===== config.mk =====
export PLATFORM = sky130hd
export DESIGN_NAME = sine_phase_sequencer
export DESIGN_NICKNAME = d
export VERILOG_FILES = /design/src/rtl/sine_phase_sequencer_pkg.sv /design/src/rtl/sine_phase_acc.sv /design/src/rtl/sine_phase_sequencer.sv
export SDC_FILE = /design/constraint.sdc
export NUM_CORES = 1
export LEC_CHECK = 0
export BUFFER_PORTS_ARGS = -buffer_cell sky130_fd_sc_hd__buf_2
export CAP_MARGIN = 5
export CORE_MARGIN = 2
export CORE_UTILIZATION = 61
export CTS_BUF_LIST = sky130_fd_sc_hd__clkbuf_4 sky130_fd_sc_hd__clkbuf_8 sky130_fd_sc_hd__clkbuf_16
export CTS_CLUSTER_SIZE = 20
export DETAILED_ROUTE_END_ITERATION = 6
export GPL_TIMING_DRIVEN = 0
export PLACE_DENSITY = 0.92
export SLEW_MARGIN = 10
export SYNTH_ARGS = -nofsm -noshare
export SYNTH_HDL_FRONTEND = slang
export SYNTH_SLANG_ARGS = --single-unit

===== constraint.sdc =====
create_clock -name clk_in -period 4.7 [get_ports clk_in]
set_input_delay 0.94 -clock clk_in [delete_from_list [all_inputs] [get_ports clk_in]]
set_output_delay 0.94 -clock clk_in [all_outputs]
set_load 0.01 [all_outputs]

===== src/rtl/sine_phase_sequencer_pkg.sv =====
// Shared types and helpers for the 3-phase sine sequencer.
// Latency: n/a (declarations only).
// Backpressure: n/a.
package sine_pkg;

    typedef enum logic [2:0] {
        IDLE = 3'd0,
        RD_A = 3'd1,
        RD_B = 3'd2,
        RD_C = 3'd3,
        LAST = 3'd4
    } state_t;

    // 120 degree offset expressed in ROM address steps
    function automatic int unsigned ofs1_f(input int unsigned depth);
        return (32'd1 << depth) / 32'd3;
    endfunction

    // 240 degree offset expressed in ROM address steps
    function automatic int unsigned ofs2_f(input int unsigned depth);
        return (32'd2 << depth) / 32'd3;
    endfunction

endpackage


===== src/rtl/sine_phase_acc.sv =====
// Phase accumulator with frequency shadow register and carry-out detect.
// Latency: acc/wrap update one edge after update_in; base_out is the registered acc MSBs.
// Backpressure: none; update_in is a single-cycle strobe from the sequencer FSM.
module sine_phase_acc #(
    parameter int DEPTH_P = 8,
    parameter int ACC_W_P = 24
) (
    input  logic               clk_in,
    input  logic               rst_in,
    input  logic               enable_in,
    input  logic               update_in,
    input  logic [ACC_W_P-1:0] freq_word_in,
    output logic [DEPTH_P-1:0] base_out,
    output logic               wrap_out
);

    logic [ACC_W_P-1:0] acc_q;
    logic [ACC_W_P-1:0] shadow_q;
    logic [ACC_W_P:0]   sum;

    assign sum      = {1'b0, acc_q} + {1'b0, shadow_q};
    assign base_out = acc_q[ACC_W_P-1 -: DEPTH_P];

    // Disabled: clear phase and follow the frequency word. Enabled: advance
    // once per sample, and only pick up a new frequency at the period wrap so
    // the phase never jumps mid-cycle.
    always_ff @(posedge clk_in) begin
        if (rst_in) begin
            acc_q    <= '0;
            shadow_q <= '0;
            wrap_out <= 1'b0;
        end else if (!enable_in) begin
            acc_q    <= '0;
            shadow_q <= freq_word_in;
            wrap_out <= 1'b0;
        end else begin
            wrap_out <= 1'b0;
            if (update_in) begin
                acc_q    <= sum[ACC_W_P-1:0];
                wrap_out <= sum[ACC_W_P];
                if (sum[ACC_W_P]) begin
                    shadow_q <= freq_word_in;
                end
            end
        end
    end

endmodule


===== src/rtl/sine_phase_sequencer.sv =====
// Reads three phase-shifted samples from a shared registered sine ROM per tick.
// Latency: 5 cycles from accepted tick to sample_valid_out; ticks < 5 cycles apart are dropped.
// Backpressure: none; ticks arriving while busy are ignored and flagged in overrun_out.
// Optional: define SINE_SEQ_REVERSE_EN to add dir_in (swaps the B/C phase offsets).
module sine_phase_sequencer
    import sine_pkg::*;
#(
    parameter int DEPTH_P = 8,
    parameter int WIDTH_P = 12,
    parameter int ACC_W_P = 24
) (
    input  logic               clk_in,
    input  logic               rst_in,
    input  logic               enable_in,
    input  logic               sample_tick_in,
    input  logic [ACC_W_P-1:0] freq_word_in,
`ifdef SINE_SEQ_REVERSE_EN
    input  logic               dir_in,
`endif
    output logic [DEPTH_P-1:0] rom_addr_out,
    input  logic [WIDTH_P-1:0] rom_data_in,
    output logic [WIDTH_P-1:0] sine_a_out,
    output logic [WIDTH_P-1:0] sine_b_out,
    output logic [WIDTH_P-1:0] sine_c_out,
    output logic               sample_valid_out,
    output logic               busy_out,
    output logic               wrap_out,
    output logic               overrun_out
);

    localparam logic [DEPTH_P-1:0] OFS1 = DEPTH_P'(ofs1_f(DEPTH_P));
    localparam logic [DEPTH_P-1:0] OFS2 = DEPTH_P'(ofs2_f(DEPTH_P));

    state_t             state_q, state_d;
    logic [DEPTH_P-1:0] addr_d;
    logic [DEPTH_P-1:0] base;
    logic [DEPTH_P-1:0] ofs_b, ofs_c;
    logic               en_q;
    logic               tick_accept;
    logic               acc_update;

    // en_q blocks a tick that lands in the same cycle enable rises
    assign tick_accept = sample_tick_in && enable_in && en_q && (state_q == IDLE);
    assign acc_update  = enable_in && (state_q == LAST);
    assign busy_out    = (state_q != IDLE);

`ifdef SINE_SEQ_REVERSE_EN
    logic dir_q;

    // Direction is latched with the tick so one sample uses a single order
    always_ff @(posedge clk_in) begin
        if (rst_in) begin
            dir_q <= 1'b0;
        end else if (tick_accept) begin
            dir_q <= dir_in;
        end
    end

    assign ofs_b = dir_q ? OFS2 : OFS1;
    assign ofs_c = dir_q ? OFS1 : OFS2;
`else
    assign ofs_b = OFS1;
    assign ofs_c = OFS2;
`endif

    sine_phase_acc #(
        .DEPTH_P (DEPTH_P),
        .ACC_W_P (ACC_W_P)
    ) u_acc (
        .clk_in       (clk_in),
        .rst_in       (rst_in),
        .enable_in    (enable_in),
        .update_in    (acc_update),
        .freq_word_in (freq_word_in),
        .base_out     (base),
        .wrap_out     (wrap_out)
    );

    // State and ROM address registers
    always_ff @(posedge clk_in) begin
        if (rst_in) begin
            state_q      <= IDLE;
            rom_addr_out <= '0;
            en_q         <= 1'b0;
        end else begin
            state_q      <= state_d;
            rom_addr_out <= addr_d;
            en_q         <= enable_in;
        end
    end

    // Next state; the address for each read state is loaded on entry so the
    // ROM sees it for the whole state
    always_comb begin
        state_d = state_q;
        addr_d  = rom_addr_out;
        case (state_q)
            IDLE: begin
                if (tick_accept) begin
                    state_d = RD_A;
                    addr_d  = base;
                end
            end
            RD_A: begin
                state_d = RD_B;
                addr_d  = base + ofs_b;
            end
            RD_B: begin
                state_d = RD_C;
                addr_d  = base + ofs_c;
            end
            RD_C:    state_d = LAST;
            LAST:    state_d = IDLE;
            default: state_d = IDLE;
        endcase
        if (!enable_in) begin
            state_d = IDLE;
            addr_d  = rom_addr_out;
        end
    end

    // Capture ROM data one state after each address; nothing lands when disabled
    always_ff @(posedge clk_in) begin
        if (rst_in) begin
            sine_a_out       <= '0;
            sine_b_out       <= '0;
            sine_c_out       <= '0;
            sample_valid_out <= 1'b0;
        end else begin
            sample_valid_out <= acc_update;
            if (enable_in) begin
                case (state_q)
                    RD_B:    sine_a_out <= rom_data_in;
                    RD_C:    sine_b_out <= rom_data_in;
                    LAST:    sine_c_out <= rom_data_in;
                    default: ;
                endcase
            end
        end
    end

    // Sticky overrun flag, cleared only by disabling
    always_ff @(posedge clk_in) begin
        if (rst_in) begin
            overrun_out <= 1'b0;
        end else if (!enable_in) begin
            overrun_out <= 1'b0;
        end else if (sample_tick_in && (state_q != IDLE)) begin
            overrun_out <= 1'b1;
        end
    end

endmodule


**Yosys cells after proc, flatten, opt, wreduce, memory -nomap -nowiden**

Cells that the tools add are included.

- Latch bits: 0
- Memory bits (writable): 0
- Memories kept: 0
- Memory bits (read-only): 0
- Bits of input ports: 40
- Output and inout bits: 48
- Bits in registers: 99
- Word-level logic and storage cells: 45

- Equal/unequal tests: 7
- Shift operators: 0
- Magnitude comparators: 0
- Reduce and logical (&&, ||, !) cells: 15
- Muxes and demuxes: 7
- Add/sub/neg operators: 3
- Bitwise logic cells: 2
- Div/mod/pow operators: 0
- Multipliers: 0

Operators with widths:

| kind | count |
|---|---|
| $mux W24 | 3 |
| $add A24 B24 Y25 | 1 |
| $pmux W8 S3 | 1 |
| $pmux W3 S4 | 1 |
| $add A8 B7 Y8 const B | 1 |
| $add A8 B8 Y8 const B | 1 |
| $mux W8 | 1 |
| $reduce_and A2 Y1 | 4 |
| $eq A3 B2 Y1 const B | 2 |
| $reduce_bool A3 Y1 | 2 |
| $logic_and A1 B1 Y1 | 5 |
| $ne A2 B1 Y1 const B | 2 |
| $eq A3 B1 Y1 const B | 1 |
| $eq A3 B3 Y1 const B | 1 |
| $logic_not A3 Y1 | 1 |
| $mux W3 | 1 |
| $reduce_and A3 Y1 | 1 |
| $reduce_or A3 Y1 | 1 |
| $ne A2 B2 Y1 const B | 1 |
| $not A1 Y1 | 2 |
| $reduce_or A2 Y1 | 1 |

**Depth between registers and ports, before layout**

Gate-level depths: netlist of the first run.

- Depth after elaboration: 5
- Mapped depth: 9
- Mapped depth without buffers: 8

**By module**

A second synthesis of the first run with hierarchy kept.

- Cell total of the unflattened synthesis: 611
- Area, all modules: 5215.0 um^2

Modules (own cells, without submodules):

| module | cells each | times used | area an instance (um^2) | sequential area each (um^2) |
|---|---|---|---|---|
| sine_phase_acc | 346 | 1 | 3072.9 | 980.9 |
| sine_phase_sequencer | 265 | 1 | 2142.1 | 1001.0 |

**Worst setup path after synthesis of the first run**

Ideal clock, no wire load.

- Path kind: register to register
- Start point: reg u_acc.shadow_q[0]
- End point: reg u_acc.acc_q[22]
- Path buffers: 0
- Cell stages (with the launch flop): 9
- Required time: 4583 ps
- Period minus slack after synthesis: 2565 ps
- Arrival time: 2448 ps
- Library setup time: 117 ps
- Slack: 2135 ps
- Cell sequence: dfxtp_1 -> ha_1 -> fa_1 -> a211oi_1 -> o21ai_0 -> o2111a_1 -> o2111a_1 -> or3_1 -> a32o_1

- Cells in the longest elaborated chain, start to end: 1

RTL lines:

| what | line | source |
|---|---|---|
| start, declared | sine_phase_acc.sv:18 | `logic [ACC_W_P-1:0] shadow_q;` |
| start signal, assigned | sine_phase_acc.sv:34 | `shadow_q <= freq_word_in;` |
| start signal, assigned | sine_phase_acc.sv:42 | `shadow_q <= freq_word_in;` |
| $add A24 B24 Y25 | sine_phase_acc.sv:21 | `assign sum = {1'b0, acc_q} + {1'b0, shadow_q};` |
| end signal, assigned | sine_phase_acc.sv:39 | `acc_q <= sum[ACC_W_P-1:0];` |
| end, declared | sine_phase_acc.sv:17 | `logic [ACC_W_P-1:0] acc_q;` |

No other way between the ends.
A chain may end at the register's enable or synchronous reset.

**Final worst setup path of the first run**

- Start point: reg u_acc.shadow_q[0]
- End point: reg u_acc.shadow_q[17]

- Cells in the longest elaborated chain, start to end: 3

RTL lines:

| what | line |
|---|---|
| $add A24 B24 Y25 | sine_phase_acc.sv:21 |
| $ne A2 B1 Y1 (no line) | - |
| $reduce_and A2 Y1 (no line) | - |

No other way between the ends.

==> flow_metrics.env, run 1 <==
export IMPL_outcome="complete, no violations"
export IMPL_drv_max_cap_violation_count=0
export IMPL_cell_family_with_most_cp_delay="compound AO/OA/AOI/OAI gates"
export IMPL_slew_headroom=0.372
export IMPL_min_path_cells=2
export IMPL_worst_setup_startpoint="u_acc.shadow_q[0]$_SDFFE_PP0P_"
export IMPL_r2r_slack_ps=1610
export IMPL_port_buffers=86
export IMPL_r2r_cells=9
export IMPL_hold_violations=0
export IMPL_routabilityCongestion=0.912
export IMPL_syn_inst=625
export IMPL_ys_async_sr_fraction=0
export IMPL_actual_transition_at_the_worst_max_transition_pin_ps=940
export IMPL_syn_nets=693
export IMPL_hold_path_class="flop to flop"
export IMPL_area_growth_pct=14.7
export IMPL_yosys_area_top_type_share=0.378
export IMPL_max_vdd_ir_drop_uv=249
export IMPL_power_total_mw=1.55
export IMPL_worstPathRequired_ps=4990
export IMPL_antenna_cells_inserted=0
export IMPL_post_cts_setup_buffer_count=0
export IMPL_synth_seq_cells=99
export IMPL_dp_hpwl_mm=10.4
export IMPL_antenna_violating_nets_post_route=0
export IMPL_grt_usage=0.298
export IMPL_grt_setup_unrepaired="no"
export IMPL_effective_utilization_at_floorplan=0.633
export IMPL_power_density_mw_per_mm2=257
export IMPL_vias=5042
export IMPL_critical_path_max_stage_delay_ps=440
export IMPL_cts_root_buffer="sky130_fd_sc_hd__clkbuf_8"
export IMPL_final_layout_size_suffix_gt1_frac=0.162
export IMPL_critical_path_peak_fanout=10
export IMPL_htreeDepth=3
export IMPL_core_area_mm2=0.00830
export IMPL_synth_enable_flop_cells=0
export IMPL_worst_path_stages=9
export IMPL_cts_buffers_inserted=9
export IMPL_clock_skew_ps=12.2
export IMPL_wl_mm=13.8
export IMPL_nets=790
export IMPL_timing_final_crit_period_ps=3090
export IMPL_max_clock_freq_mhz=324
export IMPL_synth_sequential_area_ratio=0.378
export IMPL_cp_num_buf_inv=1
export IMPL_cts_sink_count=99
export IMPL_vias_in_the_first_global_route=4796
export IMPL_cts_resized=0
export IMPL_synthTopCellsByCount="sky130_fd_sc_hd__nand2_1, sky130_fd_sc_hd__dfxtp_1, sky130_fd_sc_hd__a21oi_1"
export IMPL_utilization=0.725
export IMPL_r2r_start="u_acc.shadow_q[0]$_SDFFE_PP0P_"
export IMPL_synth_area_leaders="sky130_fd_sc_hd__dfxtp_1, sky130_fd_sc_hd__nand2_1, sky130_fd_sc_hd__a21oi_1, sky130_fd_sc_hd__ha_1, sky130_fd_sc_hd__nand2b_1"
export IMPL_fin_setup_tns_ps=0
export IMPL_clk_transition_reported_paths_ps=110
export IMPL_leakage_nw=2.69
export IMPL_post_synth_cell_area_avg_um2=8.40
export IMPL_synth_cell_area_mm2=0.00525
export IMPL_synth_main_ff_cell="sky130_fd_sc_hd__dfxtp_1"
export IMPL_hold_ws_ps=461
export IMPL_most_area_hungry_cell_type_in_the_yosys_netlist="sky130_fd_sc_hd__dfxtp_1"
export IMPL_cp_cell_sequence="ha_1 -> fa_1 -> a211oi_1 -> o21ai_0 -> o2111ai_1 -> nand2_2 -> a41oi_4 -> buf_6 -> mux2i_1"
export IMPL_detail_route_iter0_violations=291
export IMPL_synth_distinct_cells=65
export IMPL_timing_setup_critical_path_class="flop to flop"
export IMPL_ys_warnings_count=0
export IMPL_slew_violations=0
export IMPL_grt_first_pass_wirelength_mm=23.2
export IMPL_tritoncts="done"
export IMPL_vias_per_cell=6.06
export IMPL_grt_overflow=0
export IMPL_antenna_found_initial=0
export IMPL_placement_rows=33
export IMPL_die_height_um=96.8
export IMPL_endpoint_kind="flop"
export IMPL_fillCellCount=624
export IMPL_cts_max_path_buffers=2
export IMPL_grt_start_max_net_pins=21
export IMPL_arrival_ps=3380
export IMPL_timing_final_setup_violations=0
export IMPL_timing_critical_path_from_type="flop"
export IMPL_remaining_drc_errors=0
export IMPL_synth_most_common_cell="sky130_fd_sc_hd__nand2_1"
export IMPL_die_area_mm2=0.00936
export IMPL_worst_skew_pair_late_latency_ps=380
export IMPL_post_cts_hold_buffer_count=0
export IMPL_drtPass1Iterations=7
export IMPL_wl_per_cell_um=16.5
export IMPL_ios=88
export IMPL_fin_crit_sh=0.657
export IMPL_critical_path_slowest_cell="sky130_fd_sc_hd__o2111ai_1"
export IMPL_timing_hold_worst_start="sine_a_out[1]$_SDFFE_PP0P_"
export IMPL_die_w_um=96.8
cell families (layout without fill, tap and decap cells):
| kind of cell | Yosys count | count (layout) | share of synthesized area |
|---|---|---|---|
| AND/OR/NAND/NOR | 253 | 253 | 0.238 |
| AO/OA/AOI/OAI | 162 | 162 | 0.203 |
| flip-flops | 99 | 99 | 0.378 |
| buffers and inverters | 38 | 140 | 0.0319 |
| adder cells (fa/ha/maj) | 28 | 28 | 0.0682 |
| multiplexers | 28 | 28 | 0.0534 |
| XOR/XNOR | 17 | 17 | 0.0284 |
state kept, by name, summed over array words and instances, names as in the netlist:
name,cells
sample_valid_out,1
sine_a_out,12
state_q,3
sine_b_out,12
u_acc.acc_q,24
rom_addr_out,8
sine_c_out,12
overrun_out,1
u_acc.wrap_out,1
en_q,1
u_acc.shadow_q,24
cell usage in the layout, fill, tap and decap left out, types with 6 or more instances in the layout:
master,instances
sky130_fd_sc_hd__and3_1,8
sky130_fd_sc_hd__nand3_1,14
sky130_fd_sc_hd__mux2i_1,28
sky130_fd_sc_hd__buf_2,88
sky130_fd_sc_hd__nand2_1,111
sky130_fd_sc_hd__nand2b_1,52
sky130_fd_sc_hd__a21o_1,16
sky130_fd_sc_hd__a211oi_1,6
sky130_fd_sc_hd__clkbuf_8,9
sky130_fd_sc_hd__nor2_1,22
sky130_fd_sc_hd__a21oi_1,73
sky130_fd_sc_hd__ha_1,27
sky130_fd_sc_hd__xnor2_1,9
sky130_fd_sc_hd__clkbuf_1,26
sky130_fd_sc_hd__dfxtp_1,99
sky130_fd_sc_hd__o21ai_0,22
sky130_fd_sc_hd__nor3_1,8
sky130_fd_sc_hd__xor2_1,8
area by class of cell:
type	count	area (um^2)	share of cell area
Inverter	5	18.8	0.00312
Tap cell	105	131	0.0218
Buffer	33	149	0.0247
Sequential cell	99	1980	0.329
Clock buffer	9	124	0.0206
Timing Repair Buffer	86	430	0.0715
Clock inverter	7	85.1	0.0141
Multi-Input combinational cell	488	3100	0.515
final timing paths:
kind	endpoint
worst max-delay path	u_acc.shadow_q[17]$_SDFFE_PP0P_
worst min-delay path	sine_a_out[1]$_SDFFE_PP0P_
worst max register to register	u_acc.shadow_q[17]$_SDFFE_PP0P_
worst min register to register	sine_a_out[1]$_SDFFE_PP0P_
worst min-delay path: stages, from the launching register on:
cell	delay [ps]
sky130_fd_sc_hd__dfxtp_1	320
sky130_fd_sc_hd__nand2_1	50
sky130_fd_sc_hd__a21oi_1	50
power breakdown:
| part | switching, mW | total (mW) | internal [mW] |
|---|---|---|---|
| combinational | 0.0770 | 0.132 | 0.0554 |
| sequential | 0.0106 | 0.864 | 0.853 |
| clock | 0.342 | 0.554 | 0.211 |
metal layers:
metal | GRT usage | part of all wire | vias to the layer above
met5 | 0 | 0 | -
met4 | 0.0953 | 0.017 | 0
met3 | 0.0462 | 0.062 | 31
met2 | 0.478 | 0.48 | 208
met1 | 0.415 | 0.44 | 2398
li1 | - | - | 2405
per-stage QoR:
step                      std cells  setup slack [ps]  cell area, um^2
after global placement          816              1600             5810
after floorplan                 625              2140             5250
final                           832              1610             6020
after global routing            832              1390             6020
after CTS                       832              1640             6020
after detailed placement        816              1650             5810
Power figures use the tool's default switching activity.
==> run 2, diff against run 1 <==
--- a/config.mk
+++ b/config.mk
@@ -8,12 +8,12 @@
 export BUFFER_PORTS_ARGS = -buffer_cell sky130_fd_sc_hd__buf_2
 export CAP_MARGIN = 5
 export CORE_MARGIN = 2
-export CORE_UTILIZATION = 61
+export CORE_UTILIZATION = 51
 export CTS_BUF_LIST = sky130_fd_sc_hd__clkbuf_4 sky130_fd_sc_hd__clkbuf_8 sky130_fd_sc_hd__clkbuf_16
 export CTS_CLUSTER_SIZE = 20
 export DETAILED_ROUTE_END_ITERATION = 6
 export GPL_TIMING_DRIVEN = 0
-export PLACE_DENSITY = 0.92
+export PLACE_DENSITY = 0.82
 export SLEW_MARGIN = 10
 export SYNTH_ARGS = -nofsm -noshare
 export SYNTH_HDL_FRONTEND = slang
==> constraint.sdc (replaced) <==
create_clock -name clk_in -period 2.7 [get_ports clk_in]
set_input_delay 0.54 -clock clk_in [delete_from_list [all_inputs] [get_ports clk_in]]
set_output_delay 0.54 -clock clk_in [all_outputs]
set_load 0.01 [all_outputs]
==> run 2 against run 1 <==
  * Via count is 3.6% lower
  * Sequential power grew 74%
  * Maximum frequency rose by 21%
  * Sequential cell count is the same
  * Wire length decreased by 2.7%
  * Final area increased by 3.0%
==> flow_metrics.env, run 2 (synthesized netlist as in run 1, its figures left out) <==
export IMPL_cts_max_path_buffers=2
export IMPL_htreeDepth=3
export IMPL_clk_transition_reported_paths_ps=110
export IMPL_critical_path_peak_fanout=5
export IMPL_clock_skew_ps=19.7
export IMPL_endpoint_kind="flop"
export IMPL_grt_setup_unrepaired="no"
export IMPL_detail_route_iter0_violations=309
export IMPL_final_layout_size_suffix_gt1_frac=0.187
export IMPL_cts_buffers_inserted=9
export IMPL_cts_sink_count=99
export IMPL_mostFrequentLayoutCells="sky130_fd_sc_hd__nand2_1, sky130_fd_sc_hd__dfxtp_1, sky130_fd_sc_hd__buf_2, sky130_fd_sc_hd__a21oi_1, sky130_fd_sc_hd__nand2b_1"
export IMPL_timing_final_crit_period_ps=2550
export IMPL_worst_skew_pair_late_latency_ps=390
export IMPL_timing_setup_critical_path_class="flop to flop"
export IMPL_nets=797
export IMPL_leakage_nw=2.75
export IMPL_critical_path_slowest_cell="sky130_fd_sc_hd__fa_2"
export IMPL_cell_family_with_most_cp_delay="compound AO/OA/AOI/OAI gates"
export IMPL_wl_mm=13.4
export IMPL_max_clock_freq_mhz=392
export IMPL_regToRegEndpoint="u_acc.acc_q[22]$_SDFFE_PP0P_"
export IMPL_tritoncts="done"
export IMPL_multiInputGateArea_mm2=0.00315
export IMPL_cp_common_cell="sky130_fd_sc_hd__o2111a_1"
export IMPL_grt_usage=0.245
export IMPL_core_area_mm2=0.0101
export IMPL_min_path_cells=3
export IMPL_slew_violations=0
export IMPL_routabilityCongestion=0.946
export IMPL_worstPathRequired_ps=2990
export IMPL_grt_first_pass_wirelength_mm=22.2
export IMPL_drtPass1Iterations=4
export IMPL_placedInstanceArea_mm2=0.00585
export IMPL_most_common_cell_after_layout_fill_and_taps_aside="sky130_fd_sc_hd__nand2_1"
export IMPL_remaining_drc_errors=0
export IMPL_placement_rows=37
export IMPL_r2r_start="u_acc.shadow_q[0]$_SDFFE_PP0P_"
export IMPL_hold_path_class="primary input to flop"
export IMPL_r2r_cells=8
export IMPL_fin_crit_sh=0.945
export IMPL_power_density_mw_per_mm2=436
export IMPL_cts_root_buffer="sky130_fd_sc_hd__clkbuf_8"
export IMPL_grt_overflow=0
export IMPL_die_area_mm2=0.0111
export IMPL_dp_hpwl_mm=10.3
export IMPL_arrival_ps=2840
export IMPL_hold_violations=0
export IMPL_timing_critical_path_from_type="flop"
export IMPL_post_cts_hold_buffer_count=0
export IMPL_wl_per_cell_um=15.4
export IMPL_antenna_cells_inserted=0
export IMPL_register_area_mm2=0.00199
export IMPL_effective_utilization_at_floorplan=0.518
export IMPL_outcome="complete, no violations"
export IMPL_die_height_um=105
export IMPL_utilization=0.612
export IMPL_actual_transition_at_the_worst_max_transition_pin_ps=910
export IMPL_antenna_found_initial=0
export IMPL_vias=4862
export IMPL_grt_start_max_net_pins=21
export IMPL_stdcell_area_mm2=0.00620
export IMPL_fillCellCount=910
export IMPL_cp_cell_sequence="ha_4 -> fa_2 -> a211oi_2 -> o21ai_2 -> o2111a_1 -> o2111a_1 -> or3_1 -> a32o_1"
export IMPL_r2r_slack_ps=150
export IMPL_drv_max_cap_violation_count=0
export IMPL_cp_num_buf_inv=0
export IMPL_timing_hold_worst_start="freq_word_in[16]"
export IMPL_area_growth_pct=18.1
export IMPL_max_vdd_ir_drop_uv=272
export IMPL_die_w_um=105
export IMPL_vias_per_cell=5.59
export IMPL_min_delay_worst_endpoint="u_acc.shadow_q[16]$_SDFFE_PP0P_"
export IMPL_slew_headroom=0.392
export IMPL_timing_final_setup_violations=0
export IMPL_critical_path_max_stage_delay_ps=390
export IMPL_reg_top3="u_acc.acc_q x24, u_acc.shadow_q x24"
export IMPL_ios=88
export IMPL_antenna_violating_nets_post_route=0
export IMPL_vias_in_the_first_global_route=4634
export IMPL_port_buffers=86
==> run 2: cell count changes in the layout (fill, tap and decap cells not counted), sizes merged <==
cell,previous run,this run
inv,5,8
buf,93,101
clkbuf,35,34
clkinv,6,3
==> run 2: final cells by class <==
class | instances | share of cell area
Sequential cell | 99 | 0.320
Inverter | 5 | 0.00303
Clock buffer | 9 | 0.0200
Buffer | 32 | 0.0246
Multi-Input combinational cell | 488 | 0.508
Tap cell | 136 | 0.0274
Timing Repair Buffer | 94 | 0.0843
Clock inverter | 7 | 0.0125
==> run 2: report_power, final <==
part           leakage (nW)  internal (mW)  total [mW]  switching [mW]
combinational          1.85          0.106       0.239           0.133
clock                 0.100          0.370       0.959           0.589
sequential            0.804           1.48        1.50          0.0178
==> run 2: worst min-delay path, delay by kind of cell <==
family	cells	cell delay (ps)
muxes	1	50
buffers and inverters	1	90
and+or+nand+nor	1	50
==> run 2: metrics by stage <==
stage | power, mW | instances | setup TNS [ps] | worst slack (ps) | hold slack, ps
2_1_floorplan | 1.68 | 625 | 0 | 135 | 429
3_5_place_dp | 1.76 | 847 | -6560 | -328 | 444
3_3_place_gp | 1.75 | 847 | -5770 | -270 | 440
4_1_cts | 2.72 | 866 | 0 | 10.8 | 391
5_1_grt | 2.81 | 870 | 0 | 14.1 | 402
6_report | 2.70 | 870 | 0 | 149 | 391
==> run 2: timing repair <==
item                       4_1_cts  5_1_grt
setup endpoints to repair       25       33
setup buffers                    2        6
gates resized for setup          7       11
cloned                           1        0
pin swaps                        1        6
==> run 2: worst max path at each step <==
stage / end / slack, ps / depth (start not counted) / from
finish: u_acc.acc_q[22]$_SDFFE_PP0P_ / 150 / 8 / u_acc.shadow_q[0]$_SDFFE_PP0P_
global route: u_acc.shadow_q[0]$_SDFFE_PP0P_ / 10 / 10 / u_acc.shadow_q[0]$_SDFFE_PP0P_
CTS: u_acc.shadow_q[5]$_SDFFE_PP0P_ / 10 / 10 / u_acc.shadow_q[0]$_SDFFE_PP0P_
detailed placement: u_acc.shadow_q[12]$_SDFFE_PP0P_ / -330 / 9 / u_acc.shadow_q[0]$_SDFFE_PP0P_
global placement: u_acc.shadow_q[12]$_SDFFE_PP0P_ / -270 / 9 / u_acc.shadow_q[0]$_SDFFE_PP0P_
floorplan: u_acc.acc_q[22]$_SDFFE_PP0P_ / 140 / 8 / u_acc.shadow_q[0]$_SDFFE_PP0P_
==> run 2: metal layers <==
layer  GRT usage  routed length, um  up-vias
li1            -                  -     2417
met1       0.329               6170     2308
met2       0.400               6350      122
met3      0.0470                704       15
met4      0.0714                167        0
met5           0                  0        -
